File: src/rtl/wb_sdram_master_if.sv
`default_nettype none
// ============================================================================
// Interface : wb_sdram_master_if
// Brief     : Wishbone B3 bus between the SDRAM initiator and the SDRAM
//             controller slave port (classic and incrementing-burst cycles).
// Revision  : 1.0 - initial release
// ============================================================================
interface wb_sdram_master_if #(
  parameter int ADDR_W = 26,
  parameter int DATA_W = 32
);
  logic                  cyc_o;
  logic                  stb_o;
  logic                  we_o;
  logic [ADDR_W-1:0]     adr_o;
  logic [DATA_W-1:0]     dat_o;
  logic [DATA_W/8-1:0]   sel_o;
  logic [2:0]            cti_o;
  logic [DATA_W-1:0]     dat_i;
  logic                  ack_i;

  modport master (
    output cyc_o, stb_o, we_o, adr_o, dat_o, sel_o, cti_o,
    input  dat_i, ack_i
  );

  modport slave (
    input  cyc_o, stb_o, we_o, adr_o, dat_o, sel_o, cti_o,
    output dat_i, ack_i
  );
endinterface
`default_nettype wire

File: src/rtl/wb_sdram_master.sv
`default_nettype none
// ============================================================================
// Module   : wb_sdram_master
// Brief    : Wishbone B3 initiator for the SDRAM controller. Turns single and
//            burst commands into classic / incrementing-burst cycles, stages
//            write data in a FIFO and aborts cycles that never get an ack.
// Revision : 1.0 - initial release
// ============================================================================
module wb_sdram_master #(
  parameter int ADDR_W    = 26,
  parameter int DATA_W    = 32,
  parameter int MAX_BURST = 8,
  parameter int TIMEOUT   = 256
) (
  input  logic                          clk_i,
  input  logic                          rst_n_i,
  input  logic                          cmd_valid_i,
  output logic                          cmd_ready_o,
  input  logic                          cmd_we_i,
  input  logic [ADDR_W-1:0]             cmd_addr_i,
  input  logic [$clog2(MAX_BURST)-1:0]  cmd_len_i,
  input  logic [DATA_W/8-1:0]           cmd_sel_i,
  input  logic                          wr_valid_i,
  output logic                          wr_ready_o,
  input  logic [DATA_W-1:0]             wr_data_i,
  output logic                          rd_valid_o,
  output logic [DATA_W-1:0]             rd_data_o,
  output logic                          done_o,
  output logic                          err_o,
  wb_sdram_master_if.master             wb
);

  localparam int c_len_w = $clog2(MAX_BURST);
  localparam int c_cnt_w = c_len_w + 1;
  localparam int c_wd_w  = $clog2(TIMEOUT);

  localparam logic [2:0] c_cti_classic = 3'b000;
  localparam logic [2:0] c_cti_incr    = 3'b010;
  localparam logic [2:0] c_cti_end     = 3'b111;

  typedef enum logic [1:0] {
    S_IDLE       = 2'd0,
    S_WAIT_WDATA = 2'd1,
    S_BUS        = 2'd2
  } state_t;

  state_t r_state;
  state_t w_state_nxt;

  // Latched command and beat tracking
  logic                  r_out_en;
  logic                  r_we;
  logic [ADDR_W-1:0]     r_adr;
  logic [c_len_w-1:0]    r_len;
  logic [c_len_w-1:0]    r_beat;
  logic [DATA_W/8-1:0]   r_sel;
  logic [c_wd_w-1:0]     r_wdog;
  logic                  r_done;
  logic                  r_err;
  logic                  r_rd_valid;
  logic [DATA_W-1:0]     r_rd_data;

  // Write-data FIFO
  logic [DATA_W-1:0]     r_mem [MAX_BURST];
  logic [c_len_w-1:0]    r_wr_ptr;
  logic [c_len_w-1:0]    r_rd_ptr;
  logic [c_cnt_w-1:0]    r_count;

  logic                  w_bus;
  logic                  w_ack;
  logic                  w_last;
  logic                  w_expire;
  logic                  w_accept;
  logic                  w_pop_ack;
  logic                  w_full;
  logic                  w_push;
  logic [c_cnt_w-1:0]    w_need;
  logic [c_cnt_w-1:0]    w_remain;
  logic [c_cnt_w-1:0]    w_drop;
  logic [c_cnt_w-1:0]    w_count_nxt;
  logic                  w_unused;

  // Byte-lane bits of the command address are dropped; adr_o is word aligned.
  assign w_unused = ^cmd_addr_i[1:0];

  assign w_bus       = (r_state == S_BUS);
  assign w_ack       = w_bus & wb.ack_i;
  assign w_last      = (r_beat == r_len);
  assign w_expire    = w_bus & ~wb.ack_i & (r_wdog == c_wd_w'(TIMEOUT - 1));
  assign cmd_ready_o = r_out_en & (r_state == S_IDLE);
  assign w_accept    = cmd_valid_i & cmd_ready_o;
  assign w_pop_ack   = w_ack & r_we;
  assign w_full      = (r_count == c_cnt_w'(MAX_BURST));
  // A word leaving on this ack frees a slot, so a full buffer may still take a push.
  assign wr_ready_o  = r_out_en & (~w_full | w_pop_ack);
  assign w_push      = wr_valid_i & wr_ready_o;
  assign w_need      = {1'b0, r_len} + c_cnt_w'(1);
  assign w_remain    = {1'b0, r_len} - {1'b0, r_beat} + c_cnt_w'(1);
  assign w_count_nxt = r_count + c_cnt_w'(w_push) - w_drop;

  // Words leaving the FIFO: one per write ack, or every unsent word on abort
  always_comb begin
    w_drop = '0;
    if (w_pop_ack) begin
      w_drop = c_cnt_w'(1);
    end else if (w_expire & r_we) begin
      w_drop = w_remain;
    end
  end

  // Next-state logic
  always_comb begin
    w_state_nxt = r_state;
    unique case (r_state)
      S_IDLE: begin
        if (w_accept) begin
          w_state_nxt = cmd_we_i ? S_WAIT_WDATA : S_BUS;
        end
      end
      S_WAIT_WDATA: begin
        if (w_count_nxt >= w_need) begin
          w_state_nxt = S_BUS;
        end
      end
      S_BUS: begin
        if ((w_ack & w_last) | w_expire) begin
          w_state_nxt = S_IDLE;
        end
      end
      default: w_state_nxt = S_IDLE;
    endcase
  end

  // State register
  always_ff @(posedge clk_i or negedge rst_n_i) begin
    if (!rst_n_i) begin
      r_state <= S_IDLE;
    end else begin
      r_state <= w_state_nxt;
    end
  end

  // Command latch, beat/address stepping, watchdog and status pulses
  always_ff @(posedge clk_i or negedge rst_n_i) begin
    if (!rst_n_i) begin
      r_out_en   <= 1'b0;
      r_we       <= 1'b0;
      r_adr      <= '0;
      r_len      <= '0;
      r_beat     <= '0;
      r_sel      <= '0;
      r_wdog     <= '0;
      r_done     <= 1'b0;
      r_err      <= 1'b0;
      r_rd_valid <= 1'b0;
      r_rd_data  <= '0;
    end else begin
      r_out_en   <= 1'b1;
      r_done     <= w_ack & w_last;
      r_err      <= w_expire;
      r_rd_valid <= w_ack & ~r_we;
      if (w_ack & ~r_we) begin
        r_rd_data <= wb.dat_i;
      end
      if (w_accept) begin
        r_we   <= cmd_we_i;
        r_adr  <= {cmd_addr_i[ADDR_W-1:2], 2'b00};
        r_len  <= cmd_len_i;
        r_sel  <= cmd_sel_i;
        r_beat <= '0;
      end else if (w_ack & ~w_last) begin
        r_beat <= r_beat + c_len_w'(1);
        r_adr  <= r_adr + ADDR_W'(4);
      end
      // Held at zero outside BUS so every cycle starts with a fresh count
      if (~w_bus | wb.ack_i) begin
        r_wdog <= '0;
      end else begin
        r_wdog <= r_wdog + c_wd_w'(1);
      end
    end
  end

  // FIFO pointers and occupancy
  always_ff @(posedge clk_i or negedge rst_n_i) begin
    if (!rst_n_i) begin
      r_wr_ptr <= '0;
      r_rd_ptr <= '0;
      r_count  <= '0;
    end else begin
      if (w_push) begin
        r_wr_ptr <= r_wr_ptr + c_len_w'(1);
      end
      r_rd_ptr <= r_rd_ptr + w_drop[c_len_w-1:0];
      r_count  <= w_count_nxt;
    end
  end

  // FIFO storage
  always_ff @(posedge clk_i) begin
    if (w_push) begin
      r_mem[r_wr_ptr] <= wr_data_i;
    end
  end

  assign rd_valid_o = r_rd_valid;
  assign rd_data_o  = r_rd_data;
  assign done_o     = r_done;
  assign err_o      = r_err;

  // Bus outputs are gated by the BUS state so they read all-zero otherwise
  assign wb.cyc_o = w_bus;
  assign wb.stb_o = w_bus;
  assign wb.we_o  = w_bus & r_we;
  assign wb.adr_o = w_bus ? r_adr : '0;
  assign wb.sel_o = w_bus ? r_sel : '0;
  assign wb.dat_o = (w_bus & r_we) ? r_mem[r_rd_ptr] : '0;
  assign wb.cti_o = ~w_bus         ? c_cti_classic :
                    (r_len == '0)  ? c_cti_classic :
                    w_last         ? c_cti_end     : c_cti_incr;

endmodule
`default_nettype wire
File: src/flat_wrapper.sv
// flat-port wrapper written by rule: the top's interface ports become plain ports
module wb_sdram_master_flat 
#(
  parameter int ADDR_W    = 26,
  parameter int DATA_W    = 32,
  parameter int MAX_BURST = 8,
  parameter int TIMEOUT   = 256
)
  (clk_i, rst_n_i, cmd_valid_i, cmd_ready_o, cmd_we_i, cmd_addr_i, cmd_len_i, cmd_sel_i, wr_valid_i, wr_ready_o, wr_data_i, rd_valid_o, rd_data_o, done_o, err_o, wb_cyc_o, wb_stb_o, wb_we_o, wb_adr_o, wb_dat_o, wb_sel_o, wb_cti_o, wb_dat_i, wb_ack_i);
  wb_sdram_master_if #(.ADDR_W(ADDR_W), .DATA_W(DATA_W)) wb_i ();
  input  logic clk_i;
  input  logic rst_n_i;
  input  logic cmd_valid_i;
  output logic cmd_ready_o;
  input  logic cmd_we_i;
  input  logic [ADDR_W-1:0] cmd_addr_i;
  input  logic [$clog2(MAX_BURST)-1:0] cmd_len_i;
  input  logic [DATA_W/8-1:0] cmd_sel_i;
  input  logic wr_valid_i;
  output logic wr_ready_o;
  input  logic [DATA_W-1:0] wr_data_i;
  output logic rd_valid_o;
  output logic [DATA_W-1:0] rd_data_o;
  output logic done_o;
  output logic err_o;
  output wire logic [$bits(wb_i.cyc_o)-1:0] wb_cyc_o;
  output wire logic [$bits(wb_i.stb_o)-1:0] wb_stb_o;
  output wire logic [$bits(wb_i.we_o)-1:0] wb_we_o;
  output wire logic [$bits(wb_i.adr_o)-1:0] wb_adr_o;
  output wire logic [$bits(wb_i.dat_o)-1:0] wb_dat_o;
  output wire logic [$bits(wb_i.sel_o)-1:0] wb_sel_o;
  output wire logic [$bits(wb_i.cti_o)-1:0] wb_cti_o;
  input wire logic [$bits(wb_i.dat_i)-1:0] wb_dat_i;
  input wire logic [$bits(wb_i.ack_i)-1:0] wb_ack_i;
  assign wb_cyc_o = wb_i.cyc_o;
  assign wb_stb_o = wb_i.stb_o;
  assign wb_we_o = wb_i.we_o;
  assign wb_adr_o = wb_i.adr_o;
  assign wb_dat_o = wb_i.dat_o;
  assign wb_sel_o = wb_i.sel_o;
  assign wb_cti_o = wb_i.cti_o;
  assign wb_i.dat_i = wb_dat_i;
  assign wb_i.ack_i = wb_ack_i;
  wb_sdram_master #(.ADDR_W(ADDR_W), .DATA_W(DATA_W), .MAX_BURST(MAX_BURST), .TIMEOUT(TIMEOUT)) u_core (.clk_i(clk_i), .rst_n_i(rst_n_i), .cmd_valid_i(cmd_valid_i), .cmd_ready_o(cmd_ready_o), .cmd_we_i(cmd_we_i), .cmd_addr_i(cmd_addr_i), .cmd_len_i(cmd_len_i), .cmd_sel_i(cmd_sel_i), .wr_valid_i(wr_valid_i), .wr_ready_o(wr_ready_o), .wr_data_i(wr_data_i), .rd_valid_o(rd_valid_o), .rd_data_o(rd_data_o), .done_o(done_o), .err_o(err_o), .wb(wb_i));
endmodule
File: config.mk
export PLATFORM = sky130hd
export DESIGN_NAME = wb_sdram_master_flat
export DESIGN_NICKNAME = d
export VERILOG_FILES = /design/src/rtl/wb_sdram_master_if.sv /design/src/rtl/wb_sdram_master.sv /design/src/flat_wrapper.sv
export SDC_FILE = /design/constraint.sdc
export NUM_CORES = 1
export LEC_CHECK = 0
export CORE_MARGIN = 2
export CORE_UTILIZATION = 50
export CTS_BUF_LIST = sky130_fd_sc_hd__clkbuf_8
export DETAILED_ROUTE_END_ITERATION = 10
export GPL_TIMING_DRIVEN = 1
export PLACE_DENSITY_LB_ADDON = 0.12
export SLEW_MARGIN = 40
export SYNTH_ARGS = -nofsm -noshare
export SYNTH_HDL_FRONTEND = slang
export SYNTH_SLANG_ARGS = --single-unit
File: constraint.sdc
create_clock -name clk_i -period 5.1 [get_ports clk_i]
set_input_delay 1.02 -clock clk_i [delete_from_list [all_inputs] [get_ports clk_i]]
set_output_delay 1.02 -clock clk_i [all_outputs]
set_load 0.005 [all_outputs]
; After elaboration in Yosys (flattened, before gate mapping)
; Memory sizes are Yosys's and may differ from the RTL's.
; Cells that the tools add are included.
[classes]
addsub = 10
n_lt_le_gt_ge = 1
n_eq_ne = 8
mux = 20
n_bitwise = 21
n_reduce_logical = 4
[op_table]
columns = cell, count
row1 = two-way mux 26 bit, 3
row2 = two-way mux 32 bit, 1
row3 = "adder 26 x 3 -> 26 bit, second input constant", 1
row4 = two-way mux 3 bit, 5
row5 = AND 1 bit, 13
row6 = two-way mux 4 bit, 3
row7 = "adder 8 x 1 -> 8 bit, second input constant", 1
row8 = "equality test 8 bit, second input constant", 1
row9 = two-way mux 2 bit, 4
row10 = two-way mux 8 bit, 1
row11 = "adder 3 x 1 -> 3 bit, second input constant", 2
row12 = one-hot mux 2 bit (3 select lines), 1
row13 = inverter 1 bit, 5
row14 = "adder 3 x 1 -> 4 bit, second input constant", 1
row15 = adder 4 x 1 -> 4 bit, 1
row16 = "adder 4 x 1 -> 4 bit, second input constant", 1
row17 = "equality test 4 bit, second input constant", 1
row18 = greater-or-equal comparator 4 bit, 1
row19 = "!= test 2 x 1 -> 1 bit, second input constant", 2
row20 = subtractor 3 x 3 -> 4 bit, 1
row21 = subtractor 4 bit, 1
row22 = adder 3 bit, 1
row23 = equality test 3 bit, 1
row24 = zero test 3 bit, 1
row25 = other kinds (8), 11
[word_totals]
register_bits = 93
ramBits = 256
in_bits = 103
output_inout_bits = 105
wordCells = 80
memories = 1
[memory_table]
columns = memory, words, word_bits, read_ports, rd_clocked_by_memory_dff, wr, line
row1 = u_core.r_mem, 8, 32, 1, 0, 1, wb_sdram_master.sv:64  ; logic [DATA_W-1:0] r_mem [MAX_BURST];

; Longest topological paths before layout
; Gate-level depths: netlist of run 1.
[depth]
ltp_word = 11
depth_mapped = 17

; Worst setup path before layout of run 1
; No wires, ideal clock.
[synth_path]
path_type = input to register
from = input wb_ack_i
to = memory u_core.r_mem[4][0] (enable)
t_arrival_ps = 4994
required_time_ps = 4587
path_slack_ps = -407
cell_stages = 4
cell_sequence = nand4b_1 -> a41oi_1 -> nand2_1 -> nor4b_1
[synth_between]
elab_chain_cells = 7
[synth_lines]
columns = element, line
row1 = from (decl), flat_wrapper.sv:34  ; input wire logic [$bits(wb_i.ack_i)-1:0] wb_ack_i;
row2 = AND 1 bit, wb_sdram_master.sv:87  ; assign w_ack = w_bus & wb.ack_i;
row3 = AND 1 bit, wb_sdram_master.sv:92  ; assign w_pop_ack = w_ack & r_we;
row4 = OR 1 bit, wb_sdram_master.sv:95  ; assign wr_ready_o = r_out_en & (~w_full | w_pop_ack);
row5 = AND 1 bit, wb_sdram_master.sv:95
row6 = named net wr_ready_o, flat_wrapper.sv:20  ; output logic wr_ready_o;
row7 = AND 1 bit, wb_sdram_master.sv:96  ; assign w_push = wr_valid_i & wr_ready_o;
row8 = two-way mux 1 bit, wb_sdram_master.sv:201  ; if (w_push) begin
row9 = two-way mux 1 bit (not written as such), wb_sdram_master.sv:202  ; r_mem[r_wr_ptr] <= wr_data_i;
row10 = to (decl), wb_sdram_master.sv:64
; The timed path passes the listed nets, and every way through them passes these cells.

; Final worst setup path of run 1
[layout_path]
from = register u_core.r_rd_ptr[0]
to = output wb_dat_o[3]
[layout_between]
elab_chain_cells = 2
[layout_lines]
columns = element, line
row1 = from (decl), wb_sdram_master.sv:66  ; logic [c_len_w-1:0] r_rd_ptr;
row2 = from (signal assigned), wb_sdram_master.sv:194  ; r_rd_ptr <= r_rd_ptr + w_drop[c_len_w-1:0];
row3 = memory read (8 x 32 bit), --
row4 = two-way mux 32 bit, wb_sdram_master.sv:217  ; assign wb.dat_o = (w_bus & r_we) ? r_mem[r_rd_ptr] : '0;
row5 = to (decl), flat_wrapper.sv:30  ; output wire logic [$bits(wb_i.dat_o)-1:0] wb_dat_o;
; Every way passes these cells.

==> summary.txt, run 1 <==
Place
  – Placed cell area: 0.0170 sq mm
  – Buffers on Ports: 203
  – Hpwl dp: 17,800 um
  – Pre-CTS setup slack: 753 ps
  – Gp weighted congestion: 0.792

Synthesis
  – Post-synth top flop: edfxtp_1
  – Commonest cells post-synth: edfxtp_1, dfrtp_1, nand2_1
  – EDFF count, synth: 256
  – Largest area contributor in the netlist: edfxtp_1
  – Count leader, synth: edfxtp_1
  – Async S/R FF share, synth: 0.262
  – Main combinational cell family by area after synthesis: multiplexers
  – Synth top area cells: edfxtp_1, dfrtp_1, mux4_2, mux2_2, mux2i_1
  – Compound-gate portion of the synthesized area: 0.0280
  – Syn_area_per_cell: 16.4 sq um
  – Post-Synth Simple-Gate Area: 0.0765
  – Syn Inst Count: 876
  – Sequential share of the synthesized area: 0.692
  – Synth Warn #: 0
  – Top-area cell type share of the netlist area: 0.534
  – Synth Area in Adders: 0.0224
  – Mux cell area share after synthesis: 0.147
  – Yosys cell types: 53
  – Flops & latches, synth: 347
  – Mapped Area: 0.0144 sq mm
  – Synth Area in XOR/XNOR: 0.0116

Route
  – ANT nets after route: 0
  – Metal-1 WL: 12,600 um
  – 1st-iter DRT viols: 576
  – Vias: 8,275
  – Total Wirelength: 30,000 um
  – DR WL/cell: 19.4 um
  – Met2 wire length: 14,200 um
  – Top Layer Used: met4
  – DR DRC count: 0
  – Vias per std cell: 5.36
  – Metal3 WL: 2580 um
  – DR pass1 iterations: 5

Die
  – Die height: 174 um
  – IO Pins: 208
  – Initial Utilization: 0.504
  – Core area: 0.0285 sq mm
  – Die ar.: 0.0302 sq mm
  – Die X: 174 um
  – Row Count: 62

Global routing
  – Total GRT Usage: 0.203
  – Largest net degree at the start of global routing: 65
  – Global route overflow: 0
  – Global-route wire length before repair: 47,600 um
  – Initial antenna violation count: 2
  – Vias in the first global route: 8,697

Power
  – Clk pwr share: 0.242
  – VDD IR max: 0.000323 V
  – Leakage: 6.55 nW
  – Pwr/cell area: 491 mW/mm^2
  – Switching Fraction: 0.305
  – Share of power burned in registers: 0.449
  – Int Pwr: 0.00614 W
  – Net Switching: 0.00269 W
  – Power, Total: 0.00883 W
  – Power share of the combinational group: 0.309

Clocking
  – # hold bufs at CTS: 0
  – TritonCTS Buffers: 56
  – Worst skew pair latency: 600 ps
  – TritonCTS Sinks: 347
  – CTS HTree Levels: 2
  – Clock-pin slew on the worst setup and hold paths: 60 ps
  – TritonCTS clock tree: done
  – Resized Gates After CTS: 0
  – Postcts setup bufs: 0
  – Clock root cell: clkbuf_8
  – CTS Buffer Depth: 3

Finish
  – Final #Nets: 1,241
  – Share of post-route cells with drive strength above 1: 0.176
  – Fill cell count: 2,209
  – FF+latch area: 0.00997 sq mm
  – Area grow syn2layout: 24.9%
  – Fin area: 0.0180 sq mm
  – Area of the multi-input gates: 0.00420 sq mm

Critical path
  – Worst-path fanout max: 48
  – Worst setup SP type: register
  – Crit path capture type: output port
  – R2R cell count: 16
  – Worst path required time: 4080 ps
  – Worst Path Arrival: 2980 ps
  – Reg2Reg Setup Slack: 1640 ps
  – R2R Path End: u_core.r_state[1]$_DFFE_PN0P_
  – Critical path class: reg -> out
  – R2R Path Start: u_core.r_len[1]$_DFFE_PN0P_

Timing
  – Hold Worst Slack: 424 ps
  – Minimum clock period: 4000 ps
  – Worst-margin pin slew: 853 ps
  – Slew headroom: 0.431
  – Final setup violation count: 0
  – Final hold vios: 0
  – Setup ws final: 1100 ps
  – Clock skew: 30.0 ps
  – Unrepaired setup endpoints after global routing: false
  – Final Max Slew Viols: 0
  – Setup TNS: 0 ps
  – Period utilization: 0.784
  – Fmax: 0.250 GHz

Worst hold path
  – Hold Path Class: in -> async

Status
  – Status: complete, no violations

Run
  – Maxcap violations: 0
worst max-delay path by stage:
stage	startpoint	slack, ps	to	depth (start not counted)
after floorplan	wb_ack_i	330	u_core.r_mem[3][0]$_DFFE_PP_	6
after global placement	wb_ack_i	760	u_core.r_state[1]$_DFFE_PN0P_	14
after detailed placement	wb_ack_i	750	u_core.r_state[1]$_DFFE_PN0P_	14
after CTS	u_core.r_rd_ptr[0]$_DFF_PN0_	970	wb_dat_o[3]	5
after global routing	u_core.r_rd_ptr[0]$_DFF_PN0_	890	wb_dat_o[3]	5
final	u_core.r_rd_ptr[0]$_DFF_PN0_	1100	wb_dat_o[3]	5
cell families (layout without fill, tap and decap cells):
kind of cell    after synthesis  after routing
mux                         128            128
xor+xnor                     19             19
compound gates               63             63
fa+ha+maj                    24             24
flops                       347            347
other cells                   2              5
simple gates                222            222
buf+inv                      71            353
per-stage QoR:
| step | utilization | std cells |
|---|---|---|
| after floorplan | - | 877 |
| after global placement | 0.593 | 1438 |
| after detailed placement | 0.594 | 1440 |
| after CTS | 0.629 | 1543 |
| after global routing | 0.629 | 1543 |
| final | 0.630 | 1545 |
routing by layer:
metal,vias up,GRT usage
met2,273,0.328
met1,4143,0.264
met5,-,0
met4,0,0.0588
li1,3810,-
met3,49,0.0680
flip-flops by register name, indices dropped and copies added (netlist names):
name               count
u_core.r_wr_ptr        3
u_core.r_beat          3
u_core.r_wdog          8
u_core.rd_valid_o      1
u_core.r_len           3
u_core.r_we            1
u_core.r_out_en        1
u_core.r_mem         256
u_core.err_o           1
u_core.r_sel           4
u_core.r_state         2
u_core.rd_data_o      32
u_core.r_rd_ptr        3
u_core.done_o          1
u_core.r_count         4
u_core.r_adr          24
cell usage in the layout, fill, tap and decap left out, types with 14 or more instances in the layout:
cell and n:
mux2i_1 32, mux4_2 64, clkdlybuf4s50_1 202, buf_4 14, nor2_1 63, clkbuf_8 56
o21ai_0 23, and2_1 25, dfrtp_1 88, inv_1 59, nand2_1 64, ha_1 21
edfxtp_1 256, mux2_2 32, nand3_1 18
worst max-delay path, cell delays in order (launching register included):
cell,delay [ps]
dfrtp_4,660
buf_12,410
mux4_2,560
mux2i_1,220
nor2_1,70
clkdlybuf4s50_1,460
final cells by class:
class	count	area share
flip-flops and latches	347	0.555
multi-input cells	459	0.234
repair buffers	221	0.123
clock buffers	56	0.0429
well taps	384	0.0267
clock inverters	47	0.0127
inverters	29	0.00606
diodes	2	0.000278
power groups by stage:
stage | registers (W) | logic [W] | clock network, W
finish | 0.00396 | 0.00273 | 0.00214
global route | 0.00403 | 0.00302 | 0.00234
CTS | 0.00397 | 0.00279 | 0.00221
detailed placement | 0.00402 | 0.00277 | 0
global placement | 0.00400 | 0.00272 | 0
floorplan | 0.00380 | 0.00184 | 0
(Power assumes the default switching activity.)
==> inputs of run 2 (changes only) <==
Clock period 5.1 ns to 4.17 ns, I/O delays scaled along.
==> run 2 against run 1 <==
Non-clock buffer count rose by 12. Hold slack got worse by 200 ps. Power rose by 22%. Sequential cell count did not move. Critical path type unchanged. Largest cell class unchanged.
==> summary.txt, run 2 (synthesized netlist as in run 1, its figures left out) <==
Status
  – Status: complete, no violations

Timing
  – Hold Worst Slack: 227 ps (-196 ps)
  – Slew headroom: 0.550 (+0.119)
  – Final setup violation count: 0 (unchanged)
  – Fmax: 0.269 GHz
  – Setup TNS: 0 ps (unchanged)
  – Minimum clock period: 3710 ps
  – Unrepaired setup endpoints after global routing: false
  – Clock skew: 12.2 ps (-17.7 ps)
  – Final hold vios: 0 (unchanged)
  – Final Max Slew Viols: 0 (unchanged)
  – Worst-margin pin slew: 674 ps (-179 ps)
  – Period utilization: 0.890

Clocking
  – Worst skew pair latency: 570 ps (-30 ps)
  – TritonCTS clock tree: done
  – CTS HTree Levels: 2 (unchanged)
  – # hold bufs at CTS: 0 (unchanged)
  – Clock-pin slew on the worst setup and hold paths: 60 ps (about the same)
  – CTS Buffer Depth: 3 (unchanged)
  – Resized Gates After CTS: 0 (unchanged)
  – Clock root cell: clkbuf_8
  – TritonCTS Buffers: 53 (-5.4%)
  – TritonCTS Sinks: 347 (unchanged)
  – Postcts setup bufs: 0 (unchanged)

Route
  – Vias: 8,282 (+0.085%)
  – Total Wirelength: 30,000 um (+0.22%)
  – Vias per std cell: 5.36 (about the same)
  – DR pass1 iterations: 5 (unchanged)
  – DR DRC count: 0 (unchanged)
  – 1st-iter DRT viols: 443 (-23%)
  – ANT nets after route: 0 (unchanged)
  – DR WL/cell: 19.4 um (+0.22%)

Global routing
  – Total GRT Usage: 0.201 (-0.00245)
  – Global route overflow: 0 (unchanged)
  – Vias in the first global route: 8,705 (+0.092%)
  – Largest net degree at the start of global routing: 59 (-9.2%)
  – Initial antenna violation count: 0 (-2)
  – Global-route wire length before repair: 47,300 um (-0.67%)

Finish
  – Final #Nets: 1,250 (+0.73%)
  – Commonest non-fill, non-tap cell in the layout: edfxtp_1
  – Share of post-route cells with drive strength above 1: 0.183 (+0.00659)
  – Top reg by flops: u_core.r_mem
  – Area grow syn2layout: 25.5%
  – Largest register FFs: 256 (unchanged)
  – Most frequent cells in the layout: edfxtp_1, clkdlybuf4s50_1, dfrtp_1
  – Final cell count without fillers: 1,545 (unchanged)
  – # diodes: 0 (-2)

Die
  – IO Pins: 208 (unchanged)
  – Die ar.: 0.0302 sq mm (unchanged)
  – Core area: 0.0285 sq mm (unchanged)
  – Row Count: 62 (unchanged)
  – Initial Utilization: 0.504 (unchanged)
  – Die X: 174 um (unchanged)
  – Die height: 174 um (unchanged)

Place
  – Gp weighted congestion: 0.772 (-2.5%)
  – Buffers on Ports: 203 (unchanged)
  – Placed cells: 1,452 (+0.83%)
  – Hpwl dp: 18,800 um (+5.5%)

Power
  – Power, Total: 0.0108 W (+22%)
  – Switching Fraction: 0.303 (-0.00186)
  – Int Pwr: 0.00751 W (+22%)
  – Pwr/cell area: 596 mW/mm^2 (+21%)
  – Power share of the combinational group: 0.317 (+0.008)
  – Leakage: 6.56 nW (about the same)
  – Clk pwr share: 0.234 (-0.008)
  – VDD IR max: 0.000359 V (+11%)
  – Net Switching: 0.00326 W (+21%)
  – Share of power burned in registers: 0.449 (about the same)

Critical path
  – Worst path required time: 3340 ps (-740 ps)
  – Crit path from: u_core.r_rd_ptr[0]$_DFF_PN0_
  – Worst-path fanout max: 29 (-40%)
  – R2R Path Start: u_core.r_len[1]$_DFFE_PN0P_
  – Worst Path Arrival: 2880 ps (-100 ps)
  – Worst setup SP type: register
  – Critical path class: reg -> out
  – Crit path capture type: output port

Run
  – Maxcap violations: 0 (unchanged)

Worst hold path
  – Hold Path Class: in -> async
## run 2: cell count changes in the layout (fill, tap and decap cells not counted), moves of 4 or more
cell	change
buf_4	+10
buf_12	+4
clkinv_1	+7
inv_1	-14
clkinv_2	-4
## run 2: per-stage QoR
| step | setup slack [ps] | instance area (sq um) | utilization |
|---|---|---|---|
| floorplan | -6.27 | 14400 | - |
| global placement | 284 | 17100 | 0.599 |
| detailed placement | 230 | 17100 | 0.599 |
| CTS | 171 | 18100 | 0.632 |
| global route | 261 | 18100 | 0.633 |
| finish | 459 | 18100 | 0.633 |
## run 2: layout make-up
cell class,instances,area (sq um)
timing repair buffer,233,2330
clock inverter,35,148
clock buffer,58,798
multi-input combinational,459,4220
tap,384,480
sequential,347,9970
fill,2191,10500
inverter,29,109
## run 2: power groups by stage
stage	logic [W]	registers, W	clock network [W]
finish	0.00342	0.00484	0.00252
global route	0.00376	0.00492	0.00273
CTS	0.00349	0.00484	0.00260
detailed placement	0.00347	0.00491	0
global placement	0.00342	0.00488	0
floorplan	0.00225	0.00464	0
## run 2: worst paths after layout
path                                                    endpoint  slack, ps  depth (start not counted)
worst min-delay path            u_core.rd_data_o[13]$_DFFE_PN0P_        230                          1
min in group clk_i                    u_core.r_wdog[0]$_DFF_PN0_        460                          1
worst max-delay path                                wb_dat_o[23]        460                          5
worst min register to register        u_core.r_wdog[0]$_DFF_PN0_        460                          1
worst max register to register     u_core.r_state[1]$_DFFE_PN0P_        690                         16
max in group asynchronous       u_core.rd_data_o[26]$_DFFE_PN0P_       3240                          2
## run 2: metal layers
metal  up-vias  global-route usage  share of wire
met5         -                   0              0
met4         0              0.0522          0.017
met3        47              0.0566          0.069
met2       249               0.338           0.50
met1      4168               0.258           0.42
li1       3818                   -              -
## run 2: critical path: stages (launching register included)
cell,delay (ps)
dfrtp_4,710
buf_12,320
mux4_2,530
mux2i_1,150
nor2_1,90
clkdlybuf4s50_1,480
==> inputs of run 3 (changes only) <==
Settings changed: SLEW_MARGIN 40 to 20.
==> run 3 against run 2 <==
Register-to-register slack about the same. Die area did not move. Clock skew down 0.82 ps. Core utilization hardly changed. Combinational power about the same. Power about the same. Critical path depth unchanged. Critical endpoint unchanged. Largest cell class unchanged. Highest routed layer unchanged.
==> summary.txt, run 3 (synthesized netlist as in run 1, its figures left out) <==
Status
  – Status: complete, no violations

Timing
  – Clock skew: 11.4 ps (-0.823 ps)
  – Final setup violation count: 0 (unchanged)
  – Slew headroom: 0.484 (-0.0661)
  – Final hold vios: 0 (unchanged)
  – Hold Worst Slack: 331 ps (+103 ps)
  – Worst-margin pin slew: 774 ps (+99.9 ps)
  – Period utilization: 0.890 (about the same)
  – Unrepaired setup endpoints after global routing: false
  – Final Max Slew Viols: 0 (unchanged)
  – Fmax: 0.269 GHz (about the same)
  – Setup TNS: 0 ps (unchanged)
  – Minimum clock period: 3710 ps (+1.02 ps)

Die
  – Die height: 174 um (unchanged)
  – Row Count: 62 (unchanged)
  – IO Pins: 208 (unchanged)
  – Initial Utilization: 0.504 (unchanged)
  – Core area: 0.0285 sq mm (unchanged)
  – Die ar.: 0.0302 sq mm (unchanged)
  – Die X: 174 um (unchanged)

Global routing
  – Initial antenna violation count: 0 (unchanged)
  – M3 GR Usage: 0.0566 (unchanged)
  – Total GRT Usage: 0.201 (unchanged)
  – Busiest grt layer: met2
  – Vias in the first global route: 8,705 (unchanged)
  – Met2 usage in global routing: 0.338 (unchanged)
  – Met1 Use GR: 0.258 (unchanged)
  – Global-route wire length before repair: 47,300 um (unchanged)
  – Largest net degree at the start of global routing: 59 (unchanged)
  – Global route overflow: 0 (unchanged)

Critical path
  – Worst path required time: 3340 ps (about the same)
  – Worst-path fanout max: 29 (unchanged)
  – Crit-path cells: buf_12, mux4_2, mux2i_1, nor2_1, clkdlybuf4s50_1
  – Worst setup SP type: register
  – Critical path class: reg -> out
  – Critical Path Max Stage Delay: 710 ps (about the same)
  – Slowest-stage cell, CP: dfrtp_4
  – Crit path capture type: output port
  – Worst Path Arrival: 2880 ps (about the same)

Finish
  – Largest register FFs: 256 (unchanged)
  – Commonest non-fill, non-tap cell in the layout: edfxtp_1
  – Most frequent cells in the layout: edfxtp_1, clkdlybuf4s50_1, dfrtp_1
  – # diodes: 0 (unchanged)
  – Area grow syn2layout: 25.5% (about the same)
  – Fin area: 0.0181 sq mm (about the same)
  – Final #Nets: 1,250 (unchanged)
  – Top reg by flops: u_core.r_mem
  – Share of post-route cells with drive strength above 1: 0.183 (unchanged)

Route
  – Vias per std cell: 5.37 (about the same)
  – ANT nets after route: 0 (unchanged)
  – Total Wirelength: 30,000 um (-0.18%)
  – 1st-iter DRT viols: 510 (+15%)
  – Vias: 8,289 (+0.085%)
  – DR DRC count: 0 (unchanged)
  – DR pass1 iterations: 4 (-1)
  – DR WL/cell: 19.4 um (-0.18%)

Worst hold path
  – Hold Path Class: in -> async

Clocking
  – Worst skew pair latency: 570 ps (about the same)
  – Clock root cell: clkbuf_8
  – Clock-pin slew on the worst setup and hold paths: 60 ps (about the same)
  – CTS HTree Levels: 2 (unchanged)
  – TritonCTS Sinks: 347 (unchanged)
  – # hold bufs at CTS: 0 (unchanged)
  – CTS Buffer Depth: 3 (unchanged)
  – TritonCTS Buffers: 53 (unchanged)
  – TritonCTS clock tree: done

Power
  – VDD IR max: 0.000359 V (about the same)
  – Int Pwr: 0.00751 W (about the same)
  – Leakage: 6.55 nW (about the same)
  – Net Switching: 0.00327 W (about the same)
  – Share of power burned in registers: 0.449 (about the same)
  – Pwr/cell area: 597 mW/mm^2 (about the same)
  – Power share of the combinational group: 0.317 (about the same)
  – Clk pwr share: 0.234 (about the same)
  – Switching Fraction: 0.303 (about the same)

Place
  – Gp weighted congestion: 0.772 (unchanged)
  – Hpwl dp: 18,800 um (unchanged)
  – Buffers on Ports: 203 (unchanged)
  – Placed cell area: 0.0171 sq mm (unchanged)

Run
  – Maxcap violations: 0 (unchanged)
[run 3: cell counts in the layout (fill, tap and decap cells not counted)]
No cell type changed its count.
[run 3: per-layer routing]
metal / vias up / part of all wire
met3: 46 / 0.069
met5: - / 0
met1: 4178 / 0.42
li1: 3819 / -
met2: 246 / 0.50
met4: 0 / 0.017
[run 3: cell type report]
type / instances / area, sq um
multi-input combinational: 459 / 4220
clock inverter: 35 / 148
tap: 384 / 480
inverter: 29 / 109
clock buffer: 58 / 798
fill: 2192 / 10500
sequential: 347 / 9970
timing repair buffer: 233 / 2330
[run 3: power groups by stage]
stage          Sequential [W]  Combinational [W]  Clock (W)
6_report              0.00484            0.00342    0.00252
5_1_grt               0.00492            0.00376    0.00273
4_1_cts               0.00484            0.00349    0.00260
3_5_place_dp          0.00491            0.00347          0
3_3_place_gp          0.00488            0.00342          0
2_1_floorplan         0.00464            0.00225          0
[run 3: final timing paths]
path	to	from	depth (start not counted)	slack (ps)
min in group clk_i	u_core.r_wdog[0]$_DFF_PN0_	u_core.r_wdog[0]$_DFF_PN0_	1	460
worst max register to register	u_core.r_state[1]$_DFFE_PN0P_	u_core.r_len[1]$_DFFE_PN0P_	16	690
worst max-delay path	wb_dat_o[23]	u_core.r_rd_ptr[0]$_DFF_PN0_	5	460
worst min register to register	u_core.r_wdog[0]$_DFF_PN0_	u_core.r_wdog[0]$_DFF_PN0_	1	460
worst min-delay path	u_core.rd_data_o[13]$_DFFE_PN0P_	rst_n_i	1	330
max in group asynchronous	u_core.r_adr[13]$_DFFE_PN0P_	rst_n_i	2	3040
[run 3: metrics by stage]
step / cells / util / setup WS, ps / total power, W
3_3_place_gp: 1452 / 0.599 / 284 / 0.00830
6_report: 1545 / 0.633 / 458 / 0.0108
2_1_floorplan: 877 / - / -6.27 / 0.00689
3_5_place_dp: 1452 / 0.599 / 230 / 0.00838
4_1_cts: 1545 / 0.632 / 171 / 0.0109
5_1_grt: 1545 / 0.633 / 261 / 0.0114
[run 3: critical path, delay by kind of cell, from the launching register on]
kind	cells	cell delay, ps
buf+inv	2	800
flops	1	710
mux	2	690
simple gates	1	90
[run 3: repair_timing]
action                                  CTS  global route
endpoints found under the setup margin    0             1
resized for setup                         0             1
setup buffers                             0             0
